`src/rtl/mprj_io_cfg_pkg.sv`:
```
// Shared definitions for the mprj_io pad configuration loader: word width,
// GPIO control-block field offsets and the loader state encoding.
package mprj_io_cfg_pkg;

  localparam int CFG_BITS = 13;

  // Bit offsets of the fields inside one pad configuration word
  localparam int MGMT_EN     = 0;
  localparam int OUT_DIS     = 1;
  localparam int HOLDOVER    = 2;
  localparam int INP_DIS     = 3;
  localparam int IB_MODE_SEL = 4;
  localparam int ANALOG_EN   = 5;
  localparam int ANALOG_SEL  = 6;
  localparam int ANALOG_POL  = 7;
  localparam int SLOW_SEL    = 8;
  localparam int VTRIP_SEL   = 9;
  localparam int DM          = 10;
  localparam int DM_W        = 3;

  typedef enum logic [2:0] {
    ST_IDLE     = 3'd0,
    ST_SHIFT_LO = 3'd1,
    ST_SHIFT_HI = 3'd2,
    ST_LOAD     = 3'd3,
    ST_DONE     = 3'd4
  } loader_state_e;

endpackage

```
`src/rtl/mprj_io_cfg_shifter.sv`:
```
// One serial configuration chain: walks its pads word by word, MSB first,
// and emits leading zeros when it is shorter than the longest chain.
module mprj_io_cfg_shifter
  import mprj_io_cfg_pkg::*;
#(
  parameter int LEN   = 19,
  parameter int LMAX  = 19,
  parameter int FIRST = 18,
  parameter int UP    = 0,
  parameter int IDXW  = 6
) (
  input  logic                clock,
  input  logic                resetn,
  input  logic                adv_i,
  input  logic                clr_i,
  input  logic [CFG_BITS-1:0] cfg_word_i,
  output logic [IDXW-1:0]     cfg_idx_o,
  output logic                data_o
);

  localparam int PADW = LMAX - LEN;
  localparam int WW   = $clog2(LMAX + 1);
  localparam int BW   = $clog2(CFG_BITS + 1);

  // word_q/bit_q name the next bit to be emitted; they wrap to zero after the
  // last bit so the index returns to the first pad without going out of range.
  logic [WW-1:0]       word_q;
  logic [BW-1:0]       bit_q;
  logic                data_q;
  logic                real_word;
  int                  offset;
  int                  pad;
  logic [CFG_BITS-1:0] shifted;

  always_comb begin
    real_word = (LEN > 0) && (int'(word_q) >= PADW);
    offset    = real_word ? (int'(word_q) - PADW) : 0;
    if (LEN == 0)     pad = 0;
    else if (UP != 0) pad = FIRST + offset;
    else              pad = FIRST - offset;
    cfg_idx_o = IDXW'(pad);
    shifted   = cfg_word_i << bit_q;
  end

  always_ff @(posedge clock or negedge resetn) begin
    if (!resetn) begin
      word_q <= '0;
      bit_q  <= '0;
      data_q <= 1'b0;
    end else if (clr_i) begin
      word_q <= '0;
      bit_q  <= '0;
      data_q <= 1'b0;
    end else if (adv_i) begin
      data_q <= real_word ? shifted[CFG_BITS-1] : 1'b0;
      if (bit_q == BW'(CFG_BITS - 1)) begin
        bit_q  <= '0;
        word_q <= (word_q == WW'(LMAX - 1)) ? '0 : word_q + 1'b1;
      end else begin
        bit_q <= bit_q + 1'b1;
      end
    end
  end

  assign data_o = data_q;

endmodule

```
`src/rtl/mprj_io_cfg_loader.sv`:
```
// Sequencer that reloads every mprj_io pad configuration over two serial
// chains and then strobes a shared parallel load.
module mprj_io_cfg_loader
  import mprj_io_cfg_pkg::*;
#(
  parameter int AREA1PADS  = 19,
  parameter int TOTAL_PADS = 38,
  parameter int CLK_DIV    = 2
) (
  input  logic                          clock,
  input  logic                          resetn,
  input  logic                          xfer_start,
  output logic [$clog2(TOTAL_PADS)-1:0] cfg_idx1,
  input  logic [CFG_BITS-1:0]           cfg_word1,
  output logic [$clog2(TOTAL_PADS)-1:0] cfg_idx2,
  input  logic [CFG_BITS-1:0]           cfg_word2,
  output logic                          serial_clock,
  output logic                          serial_data_1,
  output logic                          serial_data_2,
  output logic                          serial_load,
  output logic                          busy,
  output logic                          done,
  output logic [2:0]                    dbg_state
);

  localparam int IDXW  = $clog2(TOTAL_PADS);
  localparam int L1    = AREA1PADS;
  localparam int L2    = TOTAL_PADS - AREA1PADS;
  localparam int LMAX  = (L1 > L2) ? L1 : L2;
  localparam int NBITS = LMAX * CFG_BITS;
  localparam int CW    = $clog2(NBITS + 1);
  localparam int DW    = $clog2(2 * CLK_DIV + 1);

  loader_state_e state_q;
  logic [DW-1:0] div_q;
  logic [CW-1:0] bit_q;
  logic          sclk_q, load_q, busy_q, done_q;
  logic          half_end, load_end, last_bit, adv, clr;

  assign half_end = (div_q == DW'(CLK_DIV - 1));
  assign load_end = (div_q == DW'(2 * CLK_DIV - 1));
  assign last_bit = (bit_q == CW'(NBITS - 1));
  // Chains emit a new bit exactly when SHIFT_LO is entered; they clear on LOAD.
  assign adv = ((state_q == ST_IDLE) && xfer_start) ||
               ((state_q == ST_SHIFT_HI) && half_end && !last_bit);
  assign clr = (state_q == ST_SHIFT_HI) && half_end && last_bit;

  always_ff @(posedge clock or negedge resetn) begin
    if (!resetn) begin
      state_q <= ST_IDLE;
      div_q   <= '0;
      bit_q   <= '0;
      sclk_q  <= 1'b0;
      load_q  <= 1'b0;
      busy_q  <= 1'b0;
      done_q  <= 1'b0;
    end else begin
      case (state_q)
        ST_IDLE: begin
          if (xfer_start) begin
            state_q <= ST_SHIFT_LO;
            busy_q  <= 1'b1;
            div_q   <= '0;
            bit_q   <= '0;
          end
        end
        ST_SHIFT_LO: begin
          if (half_end) begin
            div_q   <= '0;
            sclk_q  <= 1'b1;
            state_q <= ST_SHIFT_HI;
          end else begin
            div_q <= div_q + 1'b1;
          end
        end
        ST_SHIFT_HI: begin
          if (half_end) begin
            div_q  <= '0;
            sclk_q <= 1'b0;
            if (last_bit) begin
              state_q <= ST_LOAD;
              load_q  <= 1'b1;
            end else begin
              state_q <= ST_SHIFT_LO;
              bit_q   <= bit_q + 1'b1;
            end
          end else begin
            div_q <= div_q + 1'b1;
          end
        end
        ST_LOAD: begin
          if (load_end) begin
            div_q   <= '0;
            load_q  <= 1'b0;
            busy_q  <= 1'b0;
            done_q  <= 1'b1;
            state_q <= ST_DONE;
          end else begin
            div_q <= div_q + 1'b1;
          end
        end
        ST_DONE: begin
          done_q  <= 1'b0;
          state_q <= ST_IDLE;
        end
        default: state_q <= ST_IDLE;
      endcase
    end
  end

  mprj_io_cfg_shifter #(
    .LEN(L1), .LMAX(LMAX), .FIRST(AREA1PADS - 1), .UP(0), .IDXW(IDXW)
  ) u_chain1 (
    .clock(clock), .resetn(resetn), .adv_i(adv), .clr_i(clr),
    .cfg_word_i(cfg_word1), .cfg_idx_o(cfg_idx1), .data_o(serial_data_1)
  );

  mprj_io_cfg_shifter #(
    .LEN(L2), .LMAX(LMAX), .FIRST(AREA1PADS), .UP(1), .IDXW(IDXW)
  ) u_chain2 (
    .clock(clock), .resetn(resetn), .adv_i(adv), .clr_i(clr),
    .cfg_word_i(cfg_word2), .cfg_idx_o(cfg_idx2), .data_o(serial_data_2)
  );

  assign serial_clock = sclk_q;
  assign serial_load  = load_q;
  assign busy         = busy_q;
  assign done         = done_q;
  assign dbg_state    = state_q;

endmodule

```
`config.mk`:
```
export PLATFORM = sky130hd
export DESIGN_NAME = mprj_io_cfg_loader
export DESIGN_NICKNAME = d
export VERILOG_FILES = /design/src/rtl/mprj_io_cfg_pkg.sv /design/src/rtl/mprj_io_cfg_shifter.sv /design/src/rtl/mprj_io_cfg_loader.sv
export SDC_FILE = /design/constraint.sdc
export NUM_CORES = 1
export LEC_CHECK = 0
export BUFFER_PORTS_ARGS = -buffer_cell sky130_fd_sc_hd__buf_2
export CAP_MARGIN = 15
export CORE_ASPECT_RATIO = 1.5
export CORE_MARGIN = 4
export CORE_UTILIZATION = 30
export CTS_CLUSTER_DIAMETER = 40
export CTS_CLUSTER_SIZE = 24
export DETAILED_ROUTE_END_ITERATION = 6
export GPL_TIMING_DRIVEN = 0
export PLACE_DENSITY = 0.58
export SLEW_MARGIN = 20
export SYNTH_ARGS = -nofsm -noshare
export SYNTH_HDL_FRONTEND = slang
export SYNTH_SLANG_ARGS = --single-unit
```
`constraint.sdc`:
```
create_clock -name clock -period 2.59 [get_ports clock]
set_clock_uncertainty 0.05 [all_clocks]
set_input_delay 0.777 -clock clock [delete_from_list [all_inputs] [get_ports clock]]
set_output_delay 0.777 -clock clock [all_outputs]
set_load 0.02 [all_outputs]
```
After elaboration in Yosys (flattened, before gate mapping)
Index checks and enable logic that the tools add are counted.
{"block": "word_totals", "in_bits": 29, "word_cells": 109, "regBits": 38}
{"block": "op_classes", "n_addsub": 8, "eq_ne": 17, "n_reduce_logical": 26, "muxes": 43, "shifts": 2}
{"cell": "5-bit 2-to-1 mux", "n": 8}
{"cell": "13-bit by 4-bit << shifter with 13-bit output", "n": 2}
{"cell": "4-bit 2-to-1 mux", "n": 6}
{"cell": "8-bit 2-to-1 mux", "n": 3}
{"cell": "3-bit 2-to-1 mux", "n": 7}
{"cell": "8-bit case mux with 2 select lines", "n": 1}
{"cell": "2-bit nonzero test", "n": 8}
{"cell": "2-bit inequality test (second input constant)", "n": 6}
{"cell": "3-bit case mux with 4 select lines", "n": 1}
{"cell": "4-bit AND reduction", "n": 3}
{"cell": "1-bit 2-to-1 mux", "n": 11}
{"cell": "5-bit by 1-bit adder with 5-bit output (second input constant)", "n": 2}
{"cell": "5-bit == test (second input constant)", "n": 2}
{"cell": "3-bit by 2-bit == test with 1-bit output (second input constant)", "n": 3}
{"cell": "3-bit case mux with 3 select lines", "n": 1}
{"cell": "4-bit by 1-bit adder with 4-bit output (second input constant)", "n": 2}
{"cell": "8-bit by 1-bit adder with 8-bit output (second input constant)", "n": 1}
{"cell": "4-bit == test (second input constant)", "n": 2}
{"cell": "8-bit == test (second input constant)", "n": 1}
{"cell": "1-bit case mux with 2 select lines", "n": 4}
{"cell": "2-bit AND reduction", "n": 4}
{"cell": "5-bit by 5-bit adder with 6-bit output (first input constant)", "n": 1}
{"cell": "3-bit by 1-bit == test with 1-bit output (second input constant)", "n": 2}
{"cell": "3-bit AND reduction", "n": 2}
{"cell": "other kinds (10)", "n": 13}

Longest topological paths before layout
Gate-level depths: netlist of run 1.
{"block": "logic_depth", "depth_word": 6, "mapped_depth": 8}

By module
Synthesis of run 1 repeated with hierarchy kept, for this count alone.
{"block": "hier_totals", "cells_unflattened": 268, "hier_area_um2": 2585.0}
{"mod": "mprj_io_cfg_loader", "n_inst": 1, "cells_each": 111, "seq_area_each_um2": 450.4, "area_per_inst_um2": 1054.8}
{"mod": "mprj_io_cfg_shifter at u_chain1", "n_inst": 1, "cells_each": 80, "seq_area_each_um2": 250.2, "area_per_inst_um2": 784.5}
{"mod": "mprj_io_cfg_shifter at u_chain2", "n_inst": 1, "cells_each": 77, "seq_area_each_um2": 250.2, "area_per_inst_um2": 745.7}

Least setup slack after synthesis of run 1
Ideal clock, no wire load.
{"block": "synth_timing", "path_kind": "input-to-reg", "start": "in xfer_start", "end": "reg u_chain2.word_q[3]", "setup_time_ns": 0.069, "path_buffers": 0, "slack_ns": 0.481, "cell_stages": 5, "t_required_ns": 2.471, "arrival_time_ns": 1.990, "cell_sequence": "nor4b_4 -> and2_1 -> o22ai_1 -> or4_1 -> nand3_1"}
{"block": "synth_between", "elab_chain_cells": 4}
{"item": "start, declared", "line_no": "mprj_io_cfg_loader.sv:12", "text": "input logic xfer_start,"}
{"item": "1-bit logical AND", "line_no": "mprj_io_cfg_loader.sv:44", "text": "assign adv = ((state_q == ST_IDLE) && xfer_start) ||"}
{"item": "1-bit logical OR", "line_no": "mprj_io_cfg_loader.sv:44"}
{"item": "2-bit nonzero test (no line)"}
{"item": "2-bit AND reduction (no line)"}
{"item": "end signal, assigned", "line_no": "mprj_io_cfg_shifter.sv:58", "text": "word_q <= (word_q == WW'(LMAX - 1)) ? '0 : word_q + 1'b1;"}
{"item": "end, declared", "line_no": "mprj_io_cfg_shifter.sv:27", "text": "logic [WW-1:0] word_q;"}
No other way between the ends.
A chain may end at the register's enable or synchronous reset.

Final worst setup path of run 1
{"block": "layout_timing", "start": "reg u_chain1.word_q[0]", "end": "out cfg_idx1[4]"}
{"block": "layout_between", "elab_chain_cells": 1}
{"item": "start, declared", "line_no": "mprj_io_cfg_shifter.sv:27"}
{"item": "start signal, assigned", "line_no": "mprj_io_cfg_shifter.sv:58"}
{"item": "5-bit by 5-bit subtractor with 6-bit output", "line_no": "mprj_io_cfg_shifter.sv:40", "text": "else pad = FIRST - offset;"}
{"item": "end, declared", "line_no": "mprj_io_cfg_loader.sv:13", "text": "output logic [$clog2(TOTAL_PADS)-1:0] cfg_idx1,"}
No other way between the ends.

==> out/results.txt, run 1 <==
The run finished with clean final reports. The number of antenna violations at the first check in global routing was 0. The worst register-to-register path ends at u_chain2.word_q[3]. The detail-routed net length per standard cell works out to 13.2 um. For the proportion of power drawn by combinational gates, the log shows 0.510.

The run gives 951 sq um as the storage element area. The post-synthesis instance total was 272; the post-route core utilization was 0.371. The post-route fraction of the period consumed by the critical path works out to 0.924.

Setup repair after global routing left no endpoint under its margin. STA classifies the critical path startpoint as a flop. After detailed routing, the number of remaining DRC violations is 0. After clock tree synthesis, the clock-pin slew on the worst setup and hold paths is 0.06 ns. During synthesis, Yosys emitted a total of 0 warnings.

Path category of the worst min-delay check: flop to flop. The tools report the floorplan die area as 9760 sq um. For the final total negative setup slack, the log shows 0 ns.

The initial core utilization came out at 0.308. The post-synthesis instance area is 2460 sq um, and the count of H-tree levels built during CTS is 2. The fraction of registers with async set/reset is 1.00, and the power share of the clock group is 0.177. The run gives 0.29 ns as the minimum setup slack among reg-to-reg paths.

Worst-skew pair later-pin latency: 0.27 ns. Derived from the worst setup path, the maximum achievable clock frequency is 0.418 GHz. In this run the remaining antenna-violating nets after routing total 0. Clock tree synthesis inserted a total of 5 buffers.

The share of layout cells above drive strength 1 was 0.204. The first global-routing pass estimated 9980 um of wire. For the worst flop-to-flop path, the logic depth is 7. The run gives 0 as the number of gates given a new drive strength after cts. The weighted congestion reported at the end of routability-driven placement was 0.826. The run gives 1.36 nW as the reported leakage power. The most used flip-flop cell after synthesis is sky130_fd_sc_hd__dfrtp_1. The clock net in this run drives a total of 38 sinks. The tools report the area used by multi-input combinational logic as 1390 sq um. The type of the worst setup path is flop to output port.

The number of max-slew violations in the final report is 0. The power per cell area was 1080 nW/um^2; the wire length reported by the detailed router was 5700 um. For the arrival time of the worst setup path, the log shows 1.57 ns. STA puts the critical path data required time at 1.76 ns. The final hold violation count was 0. The via count of the first global-routing pass came out at 2086.

The largest total area in the synthesized netlist belongs to sky130_fd_sc_hd__dfrtp_1. The total overflow left after global routing is 0. Counting flops with a built-in enable in the synthesized netlist gives 0. Synthesis inferred 38 register bits. The most critical setup path has its startpoint at u_chain1.word_q[0].

Entering global routing, the biggest net connects 39 pins. Highest fanout seen on the critical path: 7. The slew at the pin closest to its max-slew limit works out to 0.902 ns.

The die is 82.0 um wide. After synthesis, the most frequently instantiated cells are sky130_fd_sc_hd__dfrtp_1 (38), sky130_fd_sc_hd__nor2_1 (31), sky130_fd_sc_hd__nand2_1 (27). The cell chosen for the clock root was sky130_fd_sc_hd__clkbuf_16. Counting along the longest clock path gives a buffer depth of 2. After synthesis, the cell types taking the most area are sky130_fd_sc_hd__dfrtp_1 (39%), sky130_fd_sc_hd__ha_1 (7.6%), sky130_fd_sc_hd__nor2_1 (4.7%).

TritonCTS built the clock tree. The worst setup path is captured at an output port. Synthesis produced a netlist with a net count of 316. The tools report the number of placement rows as 40. Counting I/O delays and the setup requirement, the final critical path takes 2.39 ns. The signed area change from the synthesized netlist to the final layout is 20.7%, and the count of hold-fix buffers inserted at cts is 0. The net count of the finished layout is 372.

Setup violations remaining at the end of the flow were counted as 0. A synthesized cell averages 9.06 sq um. The worst register-to-register path begins at bit_q[0]. The vias after detailed routing is 2123, and the vertical die dimension is 119 um. Number of inserted filler cells in the final layout: 831. The pre-antenna-repair detailed-routing pass consisted of 4 iterations. 0 antenna diodes ended up in the layout. The sequential share of power is 0.313. Post-CTS setup buffer count: 0. Counting distinct cell types in the post-synthesis netlist gives 50. The tools report the worst relative slew slack as 0.399.

The logs give 0 for the reported max-cap violation count and 556 uV for the worst voltage drop across the vdd grid. The share of the synthesized area in the top cell type is 0.386. The switching power share of the total works out to 0.435. The HPWL after detailed placement is 4280 um, and the proportion of synthesized chip area in sequential cells is 0.386. The critical path ends at cfg_idx1[4].

For this design the total switching power over the nets is 1.39 mW. In the routed layout, each cell is associated on average with a via count of 4.90. The area of the core region was 8010 sq um; the count of port buffers added during placement was 49. The beginning of the worst hold path was done. The global-route total usage across every layer came out at 0.127.

The leading cell type by number of instances after synthesis is sky130_fd_sc_hd__dfrtp_1. Internal power comes to 1.81 mW. The run gives 50 as the number of top-level pins.

In this run, the number of DRC markers left after iteration 0 of detailed routing was 108.
[final cells by class]
cell class	count	area share
well taps	105	0.0442
multi-input cells	203	0.467
inverters	18	0.0227
flip-flops and latches	38	0.320
clock buffers	7	0.0446
plain buffers	13	0.0189
repair buffers	49	0.0825
[registers in the layout, summed over array words and instances (netlist names)]
signal and count:
bit_q 8, u_chain1.word_q 5, u_chain2.word_q 5, serial_load 1, serial_clock 1, done 1
u_chain2.data_o 1, u_chain2.bit_q 4, div_q 3, dbg_state 3, busy 1, u_chain1.bit_q 4
u_chain1.data_o 1
[cell usage in the layout (no fill, tap or decap), types with 3 or more instances in the layout]
master / netlist / routed
sky130_fd_sc_hd__nand4_1: 7 / 7
sky130_fd_sc_hd__a21oi_1: 5 / 5
sky130_fd_sc_hd__buf_2: 3 / 52
sky130_fd_sc_hd__o22ai_1: 4 / 4
sky130_fd_sc_hd__dfrtp_1: 38 / 38
sky130_fd_sc_hd__xor2_1: 6 / 6
sky130_fd_sc_hd__xnor2_1: 13 / 13
sky130_fd_sc_hd__ha_1: 15 / 15
sky130_fd_sc_hd__inv_1: 18 / 18
sky130_fd_sc_hd__nand2_1: 27 / 27
sky130_fd_sc_hd__o21ai_0: 23 / 23
sky130_fd_sc_hd__and3_1: 4 / 4
sky130_fd_sc_hd__nand3_1: 9 / 9
sky130_fd_sc_hd__mux4_2: 4 / 4
sky130_fd_sc_hd__nor2_1: 31 / 31
sky130_fd_sc_hd__nor3_1: 4 / 4
sky130_fd_sc_hd__nand3b_1: 3 / 3
sky130_fd_sc_hd__nand2b_1: 4 / 4
sky130_fd_sc_hd__clkbuf_1: 8 / 10
sky130_fd_sc_hd__mux2i_1: 6 / 6
sky130_fd_sc_hd__clkbuf_16: 0 / 5
[metal layers]
metal,GRT usage,share of wire
met1,0.168,0.44
met4,0.0353,0.0091
met5,0,0
met3,0.0227,0.035
met2,0.211,0.51
[kinds of logic (layout without fill, tap and decap cells)]
| logic type | Yosys count | count (layout) | synth area share |
|---|---|---|---|
| muxes | 10 | 10 | 0.0609 |
| buffers and inverters | 31 | 87 | 0.0503 |
| xor gates and xnor gates | 19 | 19 | 0.0675 |
| adders and majority gates | 15 | 15 | 0.0761 |
| DFF | 38 | 38 | 0.386 |
| and+or+nand+nor | 103 | 103 | 0.211 |
| AOI/OAI and AO/OA | 56 | 56 | 0.149 |
[stage by stage]
stage	hold slack, ns	setup slack (ns)	power (mW)	instances	cell area (sq um)
finish	0.423	0.198	3.20	433	2970
global route	0.455	0.0628	3.51	433	2970
CTS	0.430	0.192	3.23	433	2970
detailed placement	0.419	0.0980	2.65	426	2840
global placement	0.410	0.115	2.62	426	2840
floorplan	0.431	0.481	2.20	272	2460
[worst max-delay path, stage by stage, from the launching register on]
cell and delay (ns):
sky130_fd_sc_hd__dfrtp_1 0.44, sky130_fd_sc_hd__ha_1 0.29, sky130_fd_sc_hd__nor3_1 0.19, sky130_fd_sc_hd__xor2_1 0.18, sky130_fd_sc_hd__buf_2 0.18
[worst min-delay path by stage]
stage	slack, ns	end	depth (start not counted)
after floorplan	0.43	bit_q[0]	0
after global placement	0.41	done	1
after detailed placement	0.42	done	1
after CTS	0.43	done	1
after global routing	0.46	u_chain1.data_o	1
final	0.42	done	1
[power by group through the flow]
stage	Clock, mW	Combinational, mW	Sequential, mW
finish	0.566	1.63	1.00
global route	0.607	1.86	1.04
CTS	0.578	1.65	1.00
detailed placement	0	1.65	1.01
global placement	0	1.62	1.00
floorplan	0	1.16	1.04
Note: power is estimated with default switching activity, not from simulation.
==> inputs of run 2 (changes only) <==
--- a/config.mk
+++ b/config.mk
@@ -7,14 +7,13 @@
 export LEC_CHECK = 0
 export BUFFER_PORTS_ARGS = -buffer_cell sky130_fd_sc_hd__buf_2
 export CAP_MARGIN = 15
-export CORE_ASPECT_RATIO = 1.5
 export CORE_MARGIN = 4
 export CORE_UTILIZATION = 30
 export CTS_CLUSTER_DIAMETER = 40
 export CTS_CLUSTER_SIZE = 24
 export DETAILED_ROUTE_END_ITERATION = 6
 export GPL_TIMING_DRIVEN = 0
-export PLACE_DENSITY = 0.58
+export PLACE_DENSITY_LB_ADDON = 0.08
 export SLEW_MARGIN = 20
 export SYNTH_ARGS = -nofsm -noshare
 export SYNTH_HDL_FRONTEND = slang
==> run 2 against run 1 <==
Combinational power is essentially flat. Critical path type unchanged. Sequential power is essentially flat. Register-to-register slack gained 0.07 ns. Highest routed layer unchanged. Clock-buffer cell count is the same.
==> out/results.txt, run 2 (synthesized netlist as in run 1, its figures left out) <==
The global-route total usage across every layer was 0.125 (-0.00205). The run gives 0 (unchanged) as the post-detailed-route DRC marker count. Highest fanout seen on the critical path: 7 (unchanged). The final worst slack was 0.176 ns (-0.0220 ns). The number of antenna violations at the first check in global routing is 0 (unchanged).

The per-cell via count in the routed design was 4.97 (+1.4%); the HPWL after detailed placement was 4490 um (+4.8%). Minimum period implied by the final worst setup slack: 2.41 ns (+0.0220 ns). The detail-routed net length per standard cell is 13.7 um (+4.0%), and the sequential share of power is 0.329 (+0.016). The buffer levels on the longest clock path was 2 (unchanged).

Setup repair after global routing left no endpoint under its margin. The logs give 0.414 GHz (-0.91%) for the highest achievable clock rate and 0 (unchanged) for the post-route antenna net violation count. The flip-flop count of the largest register after layout works out to 8 (unchanged). The switching power share of the total is 0.455 (+0.0200). The first-pass GRT wire length was 10100 um (+1.1%).

The count of hold-fix buffers inserted at cts was 0 (unchanged). The clock-pin slew of the registers on the worst-case setup and hold paths works out to 0.08 ns (+0.02 ns). The vertical die dimension was 98.6 um (-17%); the count of port buffers added during placement was 49 (unchanged). The maximum number of pins on one net before global-route repair was 39 (unchanged); the number of max-slew violations in the final report was 0 (unchanged). The worst slack after detailed placement is 0.117 ns (+0.0193 ns), and the antenna diode count is 0 (unchanged). The number of top-level pins was 50 (unchanged). Leaving out fill and tap cells, the most frequent cell in the layout is sky130_fd_sc_hd__buf_2. The run gives 0.314 (+0.00628) as the initial core utilization. The number of inserted filler cells in the final layout was 844 (+1.6%). The horizontal die dimension works out to 98.6 um (+20%). The run gives 5900 um (+3.5%) as the wire length reported by the detailed router.

The run gives 0.390 (-0.00883) as the worst relative slew slack. bit_q holds more flip-flops than any other register. The net switching power was 1.39 mW (about the same); the overflow left after global routing was 0 (unchanged). The arrival time of the worst setup path is 1.59 ns (+0.02 ns), and the floorplan die area is 9730 sq um (-0.30%).

The total clock buffers created by CTS is 5 (unchanged), and the worst hold slack is 0.463 ns (+0.0396 ns). The run gives 372 (unchanged) as the final net count. The area growth from synthesis to layout is 18.8%. The final count of negative-setup-slack endpoints came out at 0 (unchanged). TritonCTS built the clock tree. Post-route fraction of the period consumed by the critical path: 0.932 (+0.00849).

For the first-iteration detailed-routing DRC count, the log shows 100 (-7.4%). The vias after detailed routing was 2142 (+0.89%). The critical path is of the flop to output port type. The worst-skew pair later-pin latency came out at 0.29 ns (+0.02 ns). The reported max-cap violation count was 0 (unchanged). The final hold violation count is 0 (unchanged).

The reported leakage power was 1.35 nW (-1.2%); the worst voltage drop across the vdd grid was 426 uV (-23%). The flow ran to the end, and the final reports show no timing, DRC or antenna violations. The number of detailed-route iterations in the first pass is 4 (unchanged). The power per cell area was 1050 nW/um^2 (-2.9%); the proportion of power drawn by combinational gates was 0.531 (+0.021). The power share of the clock group came out at 0.141 (-0.036). The cell chosen for the clock root was sky130_fd_sc_hd__clkbuf_8. The internal power summed over all cells came out at 1.67 mW (-7.7%). Path category of the worst min-delay check: flop to flop. The final total negative setup slack was 0 ns (unchanged); the required time of the critical path was 1.76 ns (about the same). The share of layout cells above drive strength 1 was 0.210 (+0.00546); the count of H-tree levels built during CTS was 2 (unchanged). The tools report the clock sink count as 38 (unchanged). The largest registers in the layout are bit_q (8), u_chain1.word_q (5), u_chain2.word_q (5). The post-CTS setup buffer count came out at 0 (unchanged).

The run gives 7850 sq um (-2.0%) as the area of the core region. For the overall power consumption, the log shows 3.06 mW (-4.3%). The critical path capture point type was an output port.

The tools report the via count of the first global-routing pass as 2098 (+0.58%). Number of gates given a new drive strength after cts: 0 (unchanged). The weighted congestion reported at the end of routability-driven placement came out at 0.726 (-12%). The library cells used most frequently in the layout, excluding fill and tap cells, are sky130_fd_sc_hd__buf_2 (52), sky130_fd_sc_hd__dfrtp_1 (38), sky130_fd_sc_hd__nor2_1 (31), sky130_fd_sc_hd__nand2_1 (27), sky130_fd_sc_hd__o21ai_0 (23). The slew at the pin closest to its max-slew limit works out to 0.915 ns (+0.0132 ns). The launching element type of the critical path was a flop.

For the number of placement rows, the log shows 32 (-20%).
run 2: cell count changes in the layout (fill, tap and decap cells not counted), sizes merged:
cell / previous run / this run
clkinv: 0 / 1
run 2: cell type report:
class | instances | area (sq um) | share of cell area
repair buffers | 49 | 245 | 0.0837
clock inverters | 1 | 5.00 | 0.00171
well taps | 102 | 128 | 0.0436
inverters | 18 | 67.6 | 0.0231
plain buffers | 13 | 56.3 | 0.0192
multi-input cells | 203 | 1390 | 0.475
flip-flops and latches | 38 | 951 | 0.325
clock buffers | 7 | 86.3 | 0.0295
run 2: metrics by stage:
stage,instances,utilization,cell area (sq um)
global placement,423,0.362,2840
global route,431,0.373,2930
detailed placement,423,0.362,2840
CTS,431,0.373,2930
finish,431,0.373,2930
floorplan,272,-,2460
run 2: layer usage:
layer	share of wire	track usage
met3	0.042	0.0241
met4	0.011	0.0315
met5	0	0
met1	0.48	0.170
met2	0.47	0.206
run 2: path summary, 6_finish.rpt:
check	cells past startpoint	start	slack, ns	to
worst max register to register	7	bit_q[0]	0.36	u_chain2.word_q[3]
worst min register to register	1	done	0.46	done
worst min-delay path	1	done	0.46	done
worst max-delay path	4	u_chain1.word_q[0]	0.18	cfg_idx1[4]
min in group asynchronous	1	resetn	0.57	u_chain1.word_q[0]
max in group asynchronous	1	resetn	1.36	bit_q[5]
run 2: worst max-delay path, cell delays in order, from the launching register on:
cell and delay [ns]:
sky130_fd_sc_hd__dfrtp_1 0.46, sky130_fd_sc_hd__ha_1 0.30, sky130_fd_sc_hd__nor3_1 0.20, sky130_fd_sc_hd__xor2_1 0.16, sky130_fd_sc_hd__buf_2 0.18
run 2: power by group through the flow:
stage	combinational [mW]	clock (mW)	sequential, mW
after floorplan	1.16	0	1.04
after global placement	1.65	0	1.01
after detailed placement	1.64	0	1.02
after CTS	1.65	0.450	1.01
after global routing	1.84	0.472	1.04
final	1.62	0.431	1.01
==> inputs of run 3 (changes only) <==
--- a/config.mk
+++ b/config.mk
@@ -7,13 +7,12 @@
 export LEC_CHECK = 0
 export BUFFER_PORTS_ARGS = -buffer_cell sky130_fd_sc_hd__buf_2
 export CAP_MARGIN = 15
-export CORE_MARGIN = 4
+export CORE_MARGIN = 2
 export CORE_UTILIZATION = 30
 export CTS_CLUSTER_DIAMETER = 40
 export CTS_CLUSTER_SIZE = 24
 export DETAILED_ROUTE_END_ITERATION = 6
 export GPL_TIMING_DRIVEN = 0
-export PLACE_DENSITY_LB_ADDON = 0.08
 export SLEW_MARGIN = 20
 export SYNTH_ARGS = -nofsm -noshare
 export SYNTH_HDL_FRONTEND = slang
==> run 3 against run 2 <==
Clock power rose by 19%. Sequential cell count did not move. Via count is 0.61% higher. Combinational power barely moved. Sequential share of layout area fell by 0.27 points. Critical path type unchanged. Largest power group unchanged.
==> out/results.txt, run 3 (synthesized netlist as in run 1, its figures left out) <==
The vertical die dimension works out to 94.6 um (-4.1%). Path category of the worst min-delay check: flop to flop. Wire length reported by the detailed router: 5440 um (-7.8%). The run gives 0 (unchanged) as the final hold violation count. The critical path capture point type is an output port. The run gives 0 (unchanged) as the reported max-cap violation count. The path with the worst hold slack has its endpoint at done.

Leaving out fill and tap cells, the most frequent cell in the layout is sky130_fd_sc_hd__buf_2. TritonCTS built the clock tree. The arrival time of the worst setup path is 1.55 ns (-0.04 ns), and the minimum period implied by the final worst setup slack is 2.38 ns (-0.0354 ns). The horizontal die dimension was 94.6 um (-4.1%).

The tools report the first-pass GRT wire length as 9370 um (-7.1%). The global-route total usage across every layer was 0.130 (+0.00501); the count of port buffers added during placement was 49 (unchanged). The count of H-tree levels built during CTS was 2 (unchanged); the weighted congestion reported at the end of routability-driven placement was 0.771 (+6.2%). The via count of the first global-routing pass was 2023 (-3.6%); the slew at the pin closest to its max-slew limit was 0.868 ns (-0.0477 ns). The minimum setup slack among reg-to-reg paths is 0.36 ns (about the same), and the vias after detailed routing is 2155 (+0.61%).

The per-cell via count in the routed design came out at 4.98 (+0.14%). The antenna diode count came out at 0 (unchanged). The clock sink count was 38 (unchanged). Post-route fraction of the period consumed by the critical path: 0.918 (-0.0137).

For the final net count, the log shows 372 (unchanged). The register with the most flip-flops is bit_q. The tools report the highest achievable clock rate as 0.420 GHz (+1.5%). Setup repair after global routing left no endpoint under its margin.

The number of inserted filler cells in the final layout is 859 (+1.8%), and the power per cell area is 1060 nW/um^2 (+1.1%). The reported leakage power is 1.35 nW (+0.67%). The tools report the number of antenna violations at the first check in global routing as 0 (unchanged). Number of placement rows: 33 (+3.1%). The number of max-slew violations in the final report was 0 (unchanged). Buffer and inverter count on the worst path: 1 (unchanged).

The worst flop-to-flop path startpoint was bit_q[0]. In this design, the largest share of critical-path delay is due to flip-flops. The post-CTS setup buffer count was 0 (unchanged).

The largest registers in the layout are bit_q (8), u_chain1.word_q (5), u_chain2.word_q (5). The slowest cell on the critical path was sky130_fd_sc_hd__dfrtp_1. The clock-pin slew of the registers on the worst-case setup and hold paths came out at 0.07 ns (about the same). The filler-free cell count of the finished design came out at 433 (+0.46%). The total clock buffers created by CTS was 5 (unchanged). The worst setup path is of the flop to output port kind.

The critical path goes through ha_1 -> nor3_1 -> xor2_1 -> buf_2. The routing usage on met1 came out at 0.176 (+0.00604). The worst voltage drop across the vdd grid is 490 uV (+15%).

The biggest cell delay along the critical path is 0.45 ns (about the same). For the worst-skew pair later-pin latency, the log shows 0.29 ns (about the same). Number of gates given a new drive strength after cts: 0 (unchanged).

The startpoint identified for the worst hold timing path is done. For the overflow left after global routing, the log shows 0 (unchanged). The tools report the initial core utilization as 0.305 (-0.00952). The tools report the area of placed instances as 2840 sq um (+0.13%). The logs give 0.422 (+0.0318) for the worst relative slew slack and 39 (unchanged) for the maximum number of pins on one net before global-route repair. Launching element type of the critical path: a flop. The number of cells traversed by the worst hold path works out to 1 (unchanged).

The logs give 125 (+25%) for the first-iteration detailed-routing DRC count and 8090 sq um (+3.1%) for the area of the core region. The detail-routed net length per standard cell is 12.6 um (-8.2%). Post-route antenna net violation count: 0 (unchanged).

Post-route core utilization: 0.365 (-0.00822). The number of top-level pins is 50 (unchanged). For the global routing usage on met3, the log shows 0.0263 (+0.00227).

The library cells used most frequently in the layout, excluding fill and tap cells, are sky130_fd_sc_hd__buf_2 (52), sky130_fd_sc_hd__dfrtp_1 (38), sky130_fd_sc_hd__nor2_1 (31), sky130_fd_sc_hd__nand2_1 (27), sky130_fd_sc_hd__o21ai_0 (23). For the floorplan die area, the log shows 8960 sq um (-7.9%). The endpoint of the most critical register-to-register path is u_chain2.word_q[3]. The required time of the critical path is 1.76 ns (about the same), and the buffer levels on the longest clock path is 2 (unchanged).

After global routing, the most crowded layer is met2. The flip-flop count of the largest register after layout was 8 (unchanged). The worst-case reg-to-reg path depth works out to 7 (unchanged).

CTS placed an instance of sky130_fd_sc_hd__clkbuf_8 at the clock tree root. The tools report the HPWL after detailed placement as 4160 um (-7.3%). The run gives 2950 sq um (+0.85%) as the final design instance area without fill.

The final total negative setup slack was 0 ns (unchanged); the count of hold-fix buffers inserted at cts was 0 (unchanged). Cell total after placement: 426 (+0.71%). Relative to the synthesized area, the layout overhead comes to 19.8%. Final count of negative-setup-slack endpoints: 0 (unchanged).

The post-detailed-route DRC marker count is 0 (unchanged), and the share of layout cells above drive strength 1 is 0.210 (+0.000639). The run finished with clean final reports. The highest fanout seen on the critical path was 7 (unchanged); the number of detailed-route iterations in the first pass was 5 (+1).

The run gives 0.212 (+0.00514) as the met2 global-route usage.
run 3: area by class of cell:
type	count	area (sq um)	share of cell area
Buffer	13	56.3	0.0191
Tap cell	105	131	0.0445
Inverter	18	67.6	0.0229
Clock inverter	1	30.0	0.0102
Clock buffer	6	82.6	0.0280
Timing Repair Buffer	49	245	0.0830
Multi-Input combinational cell	203	1390	0.471
Sequential cell	38	951	0.322
run 3: worst max path at each step:
stage,depth (start not counted),endpoint,slack (ns),start
finish,4,cfg_idx1[4],0.21,u_chain1.word_q[0]
global route,4,cfg_idx1[4],0.04,u_chain1.word_q[0]
CTS,4,cfg_idx1[4],0.18,u_chain1.word_q[0]
detailed placement,6,u_chain2.word_q[3],0.1,xfer_start
global placement,6,u_chain2.word_q[3],0.14,xfer_start
floorplan,5,u_chain2.word_q[3],0.48,xfer_start
run 3: metrics by stage:
stage / worst slack, ns / total power, mW / hold slack, ns
finish: 0.211 / 3.12 / 0.429
floorplan: 0.481 / 2.20 / 0.431
detailed placement: 0.0988 / 2.65 / 0.411
CTS: 0.185 / 3.17 / 0.436
global placement: 0.139 / 2.60 / 0.413
global route: 0.0393 / 3.41 / 0.463
run 3: where the power goes:
| group | internal, mW | switching (mW) |
|---|---|---|
| clock | 0.308 | 0.203 |
| combinational | 0.649 | 0.961 |
| sequential | 0.803 | 0.198 |
| total | 1.76 | 1.36 |
run 3: routing by layer:
layer	vias up	routed length (um)
li1	1082	-
met1	1023	2560
met2	40	2570
met3	10	227
met4	0	77
met5	-	0
